[src/rtl/stream_buffer_reader.sv]
// Consumer side of the card-memory stream buffer: splits link descriptors into card
// read requests, tracks them in issue order and replays returned card data as AXI4 stream.
//
//   state    | meaning
//   ST_IDLE  | waiting for a descriptor in the descriptor FIFO
//   ST_ISSUE | issuing chunked read requests for the current region
module stream_buffer_reader #(
   parameter int AXI_STRM_ID     = 0,
   parameter int TRANSFER_SIZE   = 4096,
   parameter int DESC_FIFO_DEPTH = 4,
   parameter int MAX_OUTSTANDING = 8,
   parameter int VADDR_W         = 48,
   parameter int DEST_W          = 4,
   parameter int STRM_W          = 2,
   parameter int STRM_CARD       = 1
) (
   input  logic               clk,
   input  logic               rst,

   input  logic [VADDR_W-1:0] link_vaddr,
   input  logic [31:0]        link_size,
   input  logic               link_last,
   input  logic               link_valid,
   output logic               link_ready,

   output logic [VADDR_W-1:0] sq_rd_vaddr,
   output logic [31:0]        sq_rd_len,
   output logic [STRM_W-1:0]  sq_rd_strm,
   output logic [DEST_W-1:0]  sq_rd_dest,
   output logic               sq_rd_last,
   output logic               sq_rd_valid,
   input  logic               sq_rd_ready,

   input  logic               cq_rd_valid,
   output logic               cq_rd_ready,

   input  logic [511:0]       in_tdata,
   input  logic [63:0]        in_tkeep,
   input  logic               in_tvalid,
   output logic               in_tready,

   output logic [511:0]       out_tdata,
   output logic [63:0]        out_tkeep,
   output logic               out_tlast,
   output logic               out_tvalid,
   input  logic               out_tready
);

   localparam int DA = $clog2(DESC_FIFO_DEPTH);
   localparam int TA = $clog2(MAX_OUTSTANDING);

   typedef enum logic [0:0] {ST_IDLE, ST_ISSUE} state_t;

   state_t               state;
   logic [VADDR_W-1:0]   cur_vaddr;
   logic [31:0]          rem_bytes;
   logic                 cur_last;
   logic                 ready_en;

   logic [VADDR_W-1:0]   desc_vaddr_mem [DESC_FIFO_DEPTH];
   logic [31:0]          desc_size_mem  [DESC_FIFO_DEPTH];
   logic                 desc_last_mem  [DESC_FIFO_DEPTH];
   logic [DA:0]          desc_wr_ptr, desc_rd_ptr;
   logic                 desc_empty, desc_full, desc_push, desc_pop;

   logic [25:0]          trk_beats_mem [MAX_OUTSTANDING];
   logic                 trk_eos_mem   [MAX_OUTSTANDING];
   logic [TA:0]          trk_wr_ptr, trk_rd_ptr, trk_count, trk_count_next;
   logic                 trk_empty, trk_full, trk_push, trk_pop, trk_space_next;
   logic [25:0]          push_beats;
   logic                 push_eos;

   logic [31:0]          chunk;
   logic                 sq_fire, zero_push;
   logic [25:0]          h_beats, beat_cnt;
   logic                 h_eos, h_final, out_fire;
   logic                 unused_cq;

   assign unused_cq   = cq_rd_valid;
   assign cq_rd_ready = 1'b1;

   // Descriptor FIFO
   assign desc_empty = (desc_wr_ptr == desc_rd_ptr);
   assign desc_full  = (desc_wr_ptr[DA] != desc_rd_ptr[DA]) &&
                       (desc_wr_ptr[DA-1:0] == desc_rd_ptr[DA-1:0]);
   assign link_ready = ready_en && !desc_full;
   assign desc_push  = link_valid && link_ready;
   assign desc_pop   = (state == ST_IDLE) && !desc_empty;

   always_ff @(posedge clk) begin
      if (desc_push) begin
         desc_vaddr_mem[desc_wr_ptr[DA-1:0]] <= link_vaddr;
         desc_size_mem[desc_wr_ptr[DA-1:0]]  <= link_size;
         desc_last_mem[desc_wr_ptr[DA-1:0]]  <= link_last;
      end
   end

   always_ff @(posedge clk) begin
      if (rst) begin
         desc_wr_ptr <= '0;
         desc_rd_ptr <= '0;
         ready_en    <= 1'b0;
      end else begin
         ready_en <= 1'b1;
         if (desc_push) desc_wr_ptr <= desc_wr_ptr + 1'b1;
         if (desc_pop)  desc_rd_ptr <= desc_rd_ptr + 1'b1;
      end
   end

   // Request generation
   assign chunk       = (rem_bytes > 32'(TRANSFER_SIZE)) ? 32'(TRANSFER_SIZE) : rem_bytes;
   assign sq_rd_vaddr = cur_vaddr;
   assign sq_rd_len   = chunk;
   assign sq_rd_strm  = STRM_W'(STRM_CARD);
   assign sq_rd_dest  = DEST_W'(AXI_STRM_ID);
   assign sq_rd_last  = 1'b1;
   assign sq_fire     = sq_rd_valid && sq_rd_ready;

   // A zero-size region marked last still owes the consumer one tlast marker.
   assign zero_push  = (state == ST_ISSUE) && (rem_bytes == '0) && cur_last && !trk_full;
   assign trk_push   = sq_fire || zero_push;
   assign push_beats = zero_push ? 26'd0 : (chunk[31:6] + {25'd0, |chunk[5:0]});
   assign push_eos   = zero_push ? 1'b1 : (cur_last && (rem_bytes == chunk));

   // sq_rd_valid is decided from next-cycle occupancy so a raised request always has room
   assign trk_count      = trk_wr_ptr - trk_rd_ptr;
   assign trk_empty      = (trk_count == '0);
   assign trk_full       = (trk_count == (TA+1)'(MAX_OUTSTANDING));
   assign trk_count_next = trk_count + (TA+1)'(trk_push) - (TA+1)'(trk_pop);
   assign trk_space_next = (trk_count_next < (TA+1)'(MAX_OUTSTANDING));

   always_ff @(posedge clk) begin
      if (rst) begin
         state       <= ST_IDLE;
         cur_vaddr   <= '0;
         rem_bytes   <= '0;
         cur_last    <= 1'b0;
         sq_rd_valid <= 1'b0;
      end else begin
         case (state)
            ST_IDLE: begin
               if (!desc_empty) begin
                  cur_vaddr   <= desc_vaddr_mem[desc_rd_ptr[DA-1:0]];
                  rem_bytes   <= desc_size_mem[desc_rd_ptr[DA-1:0]];
                  cur_last    <= desc_last_mem[desc_rd_ptr[DA-1:0]];
                  sq_rd_valid <= (desc_size_mem[desc_rd_ptr[DA-1:0]] != '0) && trk_space_next;
                  state       <= ST_ISSUE;
               end
            end
            ST_ISSUE: begin
               if (rem_bytes == '0) begin
                  if (!cur_last || !trk_full) state <= ST_IDLE;
               end else if (sq_fire) begin
                  cur_vaddr <= cur_vaddr + VADDR_W'(chunk);
                  rem_bytes <= rem_bytes - chunk;
                  if (rem_bytes == chunk) begin
                     sq_rd_valid <= 1'b0;
                     state       <= ST_IDLE;
                  end else begin
                     sq_rd_valid <= trk_space_next;
                  end
               end else begin
                  sq_rd_valid <= trk_space_next;
               end
            end
            default: state <= ST_IDLE;
         endcase
      end
   end

   // Tracking FIFO
   always_ff @(posedge clk) begin
      if (trk_push) begin
         trk_beats_mem[trk_wr_ptr[TA-1:0]] <= push_beats;
         trk_eos_mem[trk_wr_ptr[TA-1:0]]   <= push_eos;
      end
   end

   assign h_beats = trk_beats_mem[trk_rd_ptr[TA-1:0]];
   assign h_eos   = trk_eos_mem[trk_rd_ptr[TA-1:0]];
   assign h_final = (beat_cnt == h_beats - 26'd1);

   always_comb begin
      out_tdata  = '0;
      out_tkeep  = '0;
      out_tlast  = 1'b0;
      out_tvalid = 1'b0;
      in_tready  = 1'b0;
      if (!trk_empty) begin
         if (h_beats == '0) begin
            out_tvalid = 1'b1;
            out_tlast  = 1'b1;
         end else begin
            out_tdata  = in_tdata;
            out_tkeep  = in_tkeep;
            out_tvalid = in_tvalid;
            out_tlast  = h_eos && h_final;
            in_tready  = out_tready;
         end
      end
   end

   assign out_fire = out_tvalid && out_tready;
   assign trk_pop  = out_fire && ((h_beats == '0) || h_final);

   always_ff @(posedge clk) begin
      if (rst) begin
         trk_wr_ptr <= '0;
         trk_rd_ptr <= '0;
         beat_cnt   <= '0;
      end else begin
         if (trk_push) trk_wr_ptr <= trk_wr_ptr + 1'b1;
         if (trk_pop) begin
            trk_rd_ptr <= trk_rd_ptr + 1'b1;
            beat_cnt   <= '0;
         end else if (out_fire) begin
            beat_cnt <= beat_cnt + 26'd1;
         end
      end
   end

endmodule

[config.mk]
export PLATFORM = sky130hd
export DESIGN_NAME = stream_buffer_reader
export DESIGN_NICKNAME = d
export VERILOG_FILES = /design/src/rtl/stream_buffer_reader.sv
export SDC_FILE = /design/constraint.sdc
export NUM_CORES = 1
export LEC_CHECK = 0
export CORE_AREA = 2 2 514 516
export DETAILED_ROUTE_END_ITERATION = 8
export DIE_AREA = 0 0 516 518
export PLACE_DENSITY_LB_ADDON = 0.15
export SYNTH_ARGS = -nofsm -noshare
export SYNTH_HDL_FRONTEND = slang
export SYNTH_SLANG_ARGS = --single-unit
export TNS_END_PERCENT = 30
[constraint.sdc]
create_clock -name clk -period 10.9 [get_ports clk]
set_input_delay 2.725 -clock clk [delete_from_list [all_inputs] [get_ports clk]]
set_output_delay 2.725 -clock clk [all_outputs]
set_load 0.1 [all_outputs]
==> results.json, run 1 <==
{
  "ir_worst_vdd_v": 0.000149,
  "start_util_pct": 13.0,
  "vias_per_cell": 3.97,
  "setup_viol": 0,
  "overflow": 0,
  "cp-start-kind": "flip-flop",
  "slew_headroom_pct": 15.0,
  "cts_resized": 0,
  "rsz0062_at_grt": "no",
  "cts-hold-fix-buffers": 0,
  "cts.root.buffer_cell": "clkbuf_16",
  "gp_congestion": 1.09,
  "yosysTopAreaCell": "edfxtp_1",
  "required_ps": 8180,
  "cts_buffers": 82,
  "path_cells": "buf_4 -> mux4_2 -> mux2i_1 -> nand3_1 -> nor4_1 -> nand3_4 -> buf_12 -> buf_4 -> and3_1 -> clkdlybuf4s50_1",
  "fin_crit_sh_pct": 90.0,
  "vias": 32489,
  "synth.top_cell.area_share_pct": 47.5,
  "die_w_um": 516,
  "core-area_um2": 262000,
  "grt_max_degree": 198,
  "cts_setup_buffers": 0,
  "post_dp_cell_area_um2": 50500,
  "grt_pass1_wl_um": 431000,
  "htreeDepth": 3,
  "hold_ws_ps": 474,
  "fin_nets": 4944,
  "worst_pin_slew_ps": 1270,
  "worst_path_most_repeated_cell": "buf_4",
  "ant_nets": 0,
  "synth_top_flop_cell": "edfxtp_1",
  "crit_path_max_incr_delay_ps": 1010,
  "slowest_stage": "clkdlybuf4s50_1",
  "min_from": "rem_bytes[23]",
  "hold_path.class": "flip-flop to flip-flop",
  "clk_path_buf_depth": 3,
  "p_leak_nw": 20.6,
  "fillers": 28640,
  "syn-mean-instance-area_um2": 11.9,
  "areaGrowthSynthToFinish_pct": 58.5,
  "end_kind": "primary output",
  "dieArea_um2": 267000,
  "io_buffers": 1304,
  "yosysUniqueCellTypes": 77,
  "maxCapViolations": 0,
  "drv_slew": 0,
  "avgRoutedWirePerCell_um": 44.0,
  "synth_edf_count": 540,
  "syn-instance-count": 2856,
  "fp.dieH_um": 518,
  "ys_warn_count": 0,
  "finalSetupTns_ps": 0,
  "final_common_cell": "clkdlybuf4s50_1",
  "fin_crit_ps": 9810,
  "path_max_fanout": 197,
  "clk-insertion-delay-late_ps": 700,
  "cts.clk_slew.worst_paths_ps": 60,
  "first_iter_violations": 2451,
  "final_cell_mix": "864 x clkdlybuf4s50_1, 591 x and3_1, 540 x edfxtp_1",
  "ys_ff_latch": 669,
  "crit_type": "flip-flop to primary output",
  "grt_pass1_vias": 30901,
  "grt_util_all_layers_pct": 26.1,
  "synth_area_um2": 34100,
  "num_io_pins": 1333,
  "cts_tree": "built",
  "row_count": 188,
  "synthTopCellsByArea": "edfxtp_1 48%, and3_1 11%, mux4_2 8.0%, dfxtp_1 7.6%, clkbuf_1 2.2%",
  "stdcell_area_um2": 54100,
  "crit_arrival_ps": 7090,
  "wl_um": 360000,
  "async_flop_share_pct": 0,
  "drt-pass1-iter-count": 7,
  "cts_sinks": 669,
  "hold_viol": 0,
  "final.setup_skew_ps": 45.2,
  "drive_gt1_share_pct": 18.1,
  "powerDensity_nw_per_um2": 247,
  "status": "complete, no violations",
  "place_hpwl_um": 308000,
  "ys_seq_area_share_pct": 55.1,
  "drc": 0,
  "antenna_found_initial": 313,
  "fmax_mhz": 102
}
[cells by family (layout without fill, tap and decap cells)]
group,count (synthesis),count (layout),share of synthesized area (%)
flops,669,669,55.1
fa+ha+maj,55,55,2.06
xor+xnor,98,98,2.52
simple gates,1152,1152,18.6
compound gates,386,386,7.64
mux,194,194,10.2
buf+inv,300,1541,3.77
other cells,2,565,0.0220
[area by class of cell]
class	instances	area, um^2	area share, %
antenna	366	916	1.69
tap	3515	4400	8.13
inverter	33	124	0.229
multi-input combinational	2084	14900	27.5
clock inverter	33	308	0.569
sequential	669	18800	34.8
timing repair buffer	1355	12300	22.8
clock buffer	120	2340	4.32
[stage by stage]
stage                     cells  power [mW]  utilization, %  setup WS [ps]
after global placement     7656        10.7            19.3           2050
after floorplan            3053        8.03               -           2980
after CTS                  7809        13.5            20.3           1260
final                      8175        13.4            20.7           1090
after detailed placement   7656        10.7            19.3           2040
after global routing       8037        13.8            20.5            879
[sequential cells by signal (all words and copies together) (netlist names), named ones only]
name	cells
desc_rd_ptr	3
trk_beats_mem	208
sq_rd_vaddr	48
cur_last	1
desc_last_mem	4
rem_bytes	32
ready_en	1
sq_rd_valid	1
desc_wr_ptr	3
trk_wr_ptr	4
state	1
desc_vaddr_mem	192
desc_size_mem	128
trk_rd_ptr	4
trk_eos_mem	8
beat_cnt	26
[power by group]
group | internal (mW) | total (mW) | leakage, nW | switching [mW]
sequential | 2.94 | 3.18 | 5.96 | 0.232
clock | 1.55 | 2.72 | 1.29 | 1.17
combinational | 1.62 | 7.48 | 13.4 | 5.86
[Yosys cell counts (all sizes together) (40+ instances only)]
library cell,n
xnor2,66
mux2i,65
and3,595
nand3,45
nand2,113
mux4,123
clkbuf,203
a21oi,93
buf,64
edfxtp,540
o21ai,69
nor3,66
a211oi,40
nor2,203
dfxtp,129
ha,53
[routing by layer]
layer | vias up | GRT usage, % | share of wire, %
met5 | - | 0 | 0.21
met4 | 118 | 11.6 | 4.3
met3 | 594 | 9.52 | 8.7
met2 | 1658 | 38.8 | 44
met1 | 16226 | 33.4 | 43
li1 | 13893 | - | -
[worst paths after layout]
path                                       end  slack, ps  cells past startpoint
worst max-delay path            out_tdata[444]       1090                     10
worst min-delay path             rem_bytes[23]        470                      2
worst max register to register     sq_rd_valid       4090                     19
worst min register to register   rem_bytes[23]        470                      2
[worst max-delay path, delay by kind of cell, from the launching register on]
kind          cells  cell delay [ps]
buf+inv           4             2180
flops             1              740
mux               2             1460
simple gates      4             1620
Note: power is estimated with default switching activity, not from simulation.
==> run 2: changes to the inputs <==
CAP_MARGIN = 20   (was not set)
==> run 2 against run 1 <==
- register-to-register slack gained 50 ps
- flip-flop and latch count is the same
- hold slack lost 2.9 ps
- combinational power about the same
- sequential power barely moved
- clock skew increased by 2.1 ps
- core utilization about the same
==> results.json, run 2 (synthesis results as in run 1) <==
{
  "status": "complete, no violations",
  "fillers": 28611,
  "cts_buffers": 83,
  "setup_viol": 0,
  "grt_pass1_vias": 30799,
  "io_buffers": 1304,
  "gp_congestion": 1.09,
  "grt_pass1_wl_um": 432000,
  "first_iter_violations": 2548,
  "fin_nets": 4949,
  "rsz0062_at_grt": "no",
  "end_kind": "primary output",
  "vias": 32554,
  "clk-insertion-delay-late_ps": 710,
  "fin_crit_ps": 9880,
  "worst_pin_slew_ps": 1370,
  "path_max_fanout": 197,
  "core-area_um2": 262000,
  "drv_slew": 0,
  "slew_headroom_pct": 8.51,
  "grt_util_all_layers_pct": 26.1,
  "areaGrowthSynthToFinish_pct": 58.8,
  "crit_type": "flip-flop to primary output",
  "row_count": 188,
  "ant_nets": 0,
  "stdcell_area_um2": 54200,
  "avgRoutedWirePerCell_um": 44.0,
  "start_util_pct": 13.0,
  "dieArea_um2": 267000,
  "cts_setup_buffers": 0,
  "post_dp_cell_area_um2": 50600,
  "cts.clk_slew.worst_paths_ps": 60,
  "place_hpwl_um": 308000,
  "wl_um": 360000,
  "fin_crit_sh_pct": 90.6,
  "fmax_mhz": 101,
  "fp.dieH_um": 518,
  "required_ps": 8180,
  "cts_sinks": 669,
  "cts_tree": "built",
  "powerDensity_nw_per_um2": 248,
  "maxCapViolations": 0,
  "cts.root.buffer_cell": "clkbuf_16",
  "final_cell_mix": "864 x clkdlybuf4s50_1, 591 x and3_1, 540 x edfxtp_1",
  "cts_resized": 0,
  "cts-hold-fix-buffers": 0,
  "overflow": 0,
  "hold_path.class": "flip-flop to flip-flop",
  "ir_worst_vdd_v": 0.000148,
  "grt_max_degree": 198,
  "antenna_found_initial": 300,
  "drc": 0,
  "clk_path_buf_depth": 3,
  "htreeDepth": 3,
  "final.setup_skew_ps": 47.2,
  "vias_per_cell": 3.98,
  "drive_gt1_share_pct": 18.0,
  "drt-pass1-iter-count": 6,
  "die_w_um": 516,
  "hold_viol": 0,
  "p_leak_nw": 20.6,
  "final_common_cell": "clkdlybuf4s50_1",
  "crit_arrival_ps": 7150,
  "largest_reg_flops": 208,
  "cp-start-kind": "flip-flop",
  "num_io_pins": 1333,
  "finalSetupTns_ps": 0
}
-- run 2: changes by cell type in the layout (fill, tap and decap cells not counted), sizes merged --
cell,before,now
buf,489,493
bufinv,2,5
clkinv,27,24
diode,366,369
inv,35,37
-- run 2: where the power goes --
group          switching [mW]  internal, mW
Combinational            5.86          1.64
Sequential              0.232          2.94
Clock                    1.16          1.58
-- run 2: path summary, 6_finish.rpt --
path	end	slack (ps)	from	cells past startpoint
worst max-delay path	out_tdata[444]	1020	flip-flop	10
worst min-delay path	rem_bytes[23]	470	rem_bytes[23]	2
worst max register to register	sq_rd_valid	4140	flip-flop	19
worst min register to register	rem_bytes[23]	470	rem_bytes[23]	2
-- run 2: stage by stage --
stage	instances	hold slack (ps)	util, %	worst slack [ps]	power, mW
final	8184	471	20.7	1020	13.4
after global routing	8015	510	20.5	850	13.9
after CTS	7814	474	20.4	1310	13.5
after detailed placement	7659	466	19.3	2080	10.7
after global placement	7656	466	19.3	2050	10.7
after floorplan	3053	444	-	2980	8.03
-- run 2: cell type report --
class	instances	area, um^2	area share, %
antenna	369	923	1.70
multi-input combinational	2084	14900	27.4
tap	3515	4400	8.12
inverter	33	124	0.229
clock inverter	35	379	0.700
clock buffer	120	2280	4.20
timing repair buffer	1359	12400	22.9
sequential	669	18800	34.7
-- run 2: per-layer routing --
layer / share of wire, % / track usage [%] / vias up
met4: 3.5 / 10.2 / 120
met5: 0.22 / 0 / -
met1: 43 / 33.3 / 16226
li1: - / - / 13913
met2: 44 / 39.4 / 1706
met3: 8.8 / 9.69 / 589
-- run 2: critical path, stage by stage, from the launching register on --
cell and delay, ps:
dfxtp_2 740, buf_4 340, mux4_2 530, mux2i_1 850, nand3_1 270, nor4_1 910, nand3_4 160, buf_12 240
buf_4 620, and3_1 290, clkdlybuf4s50_1 1010
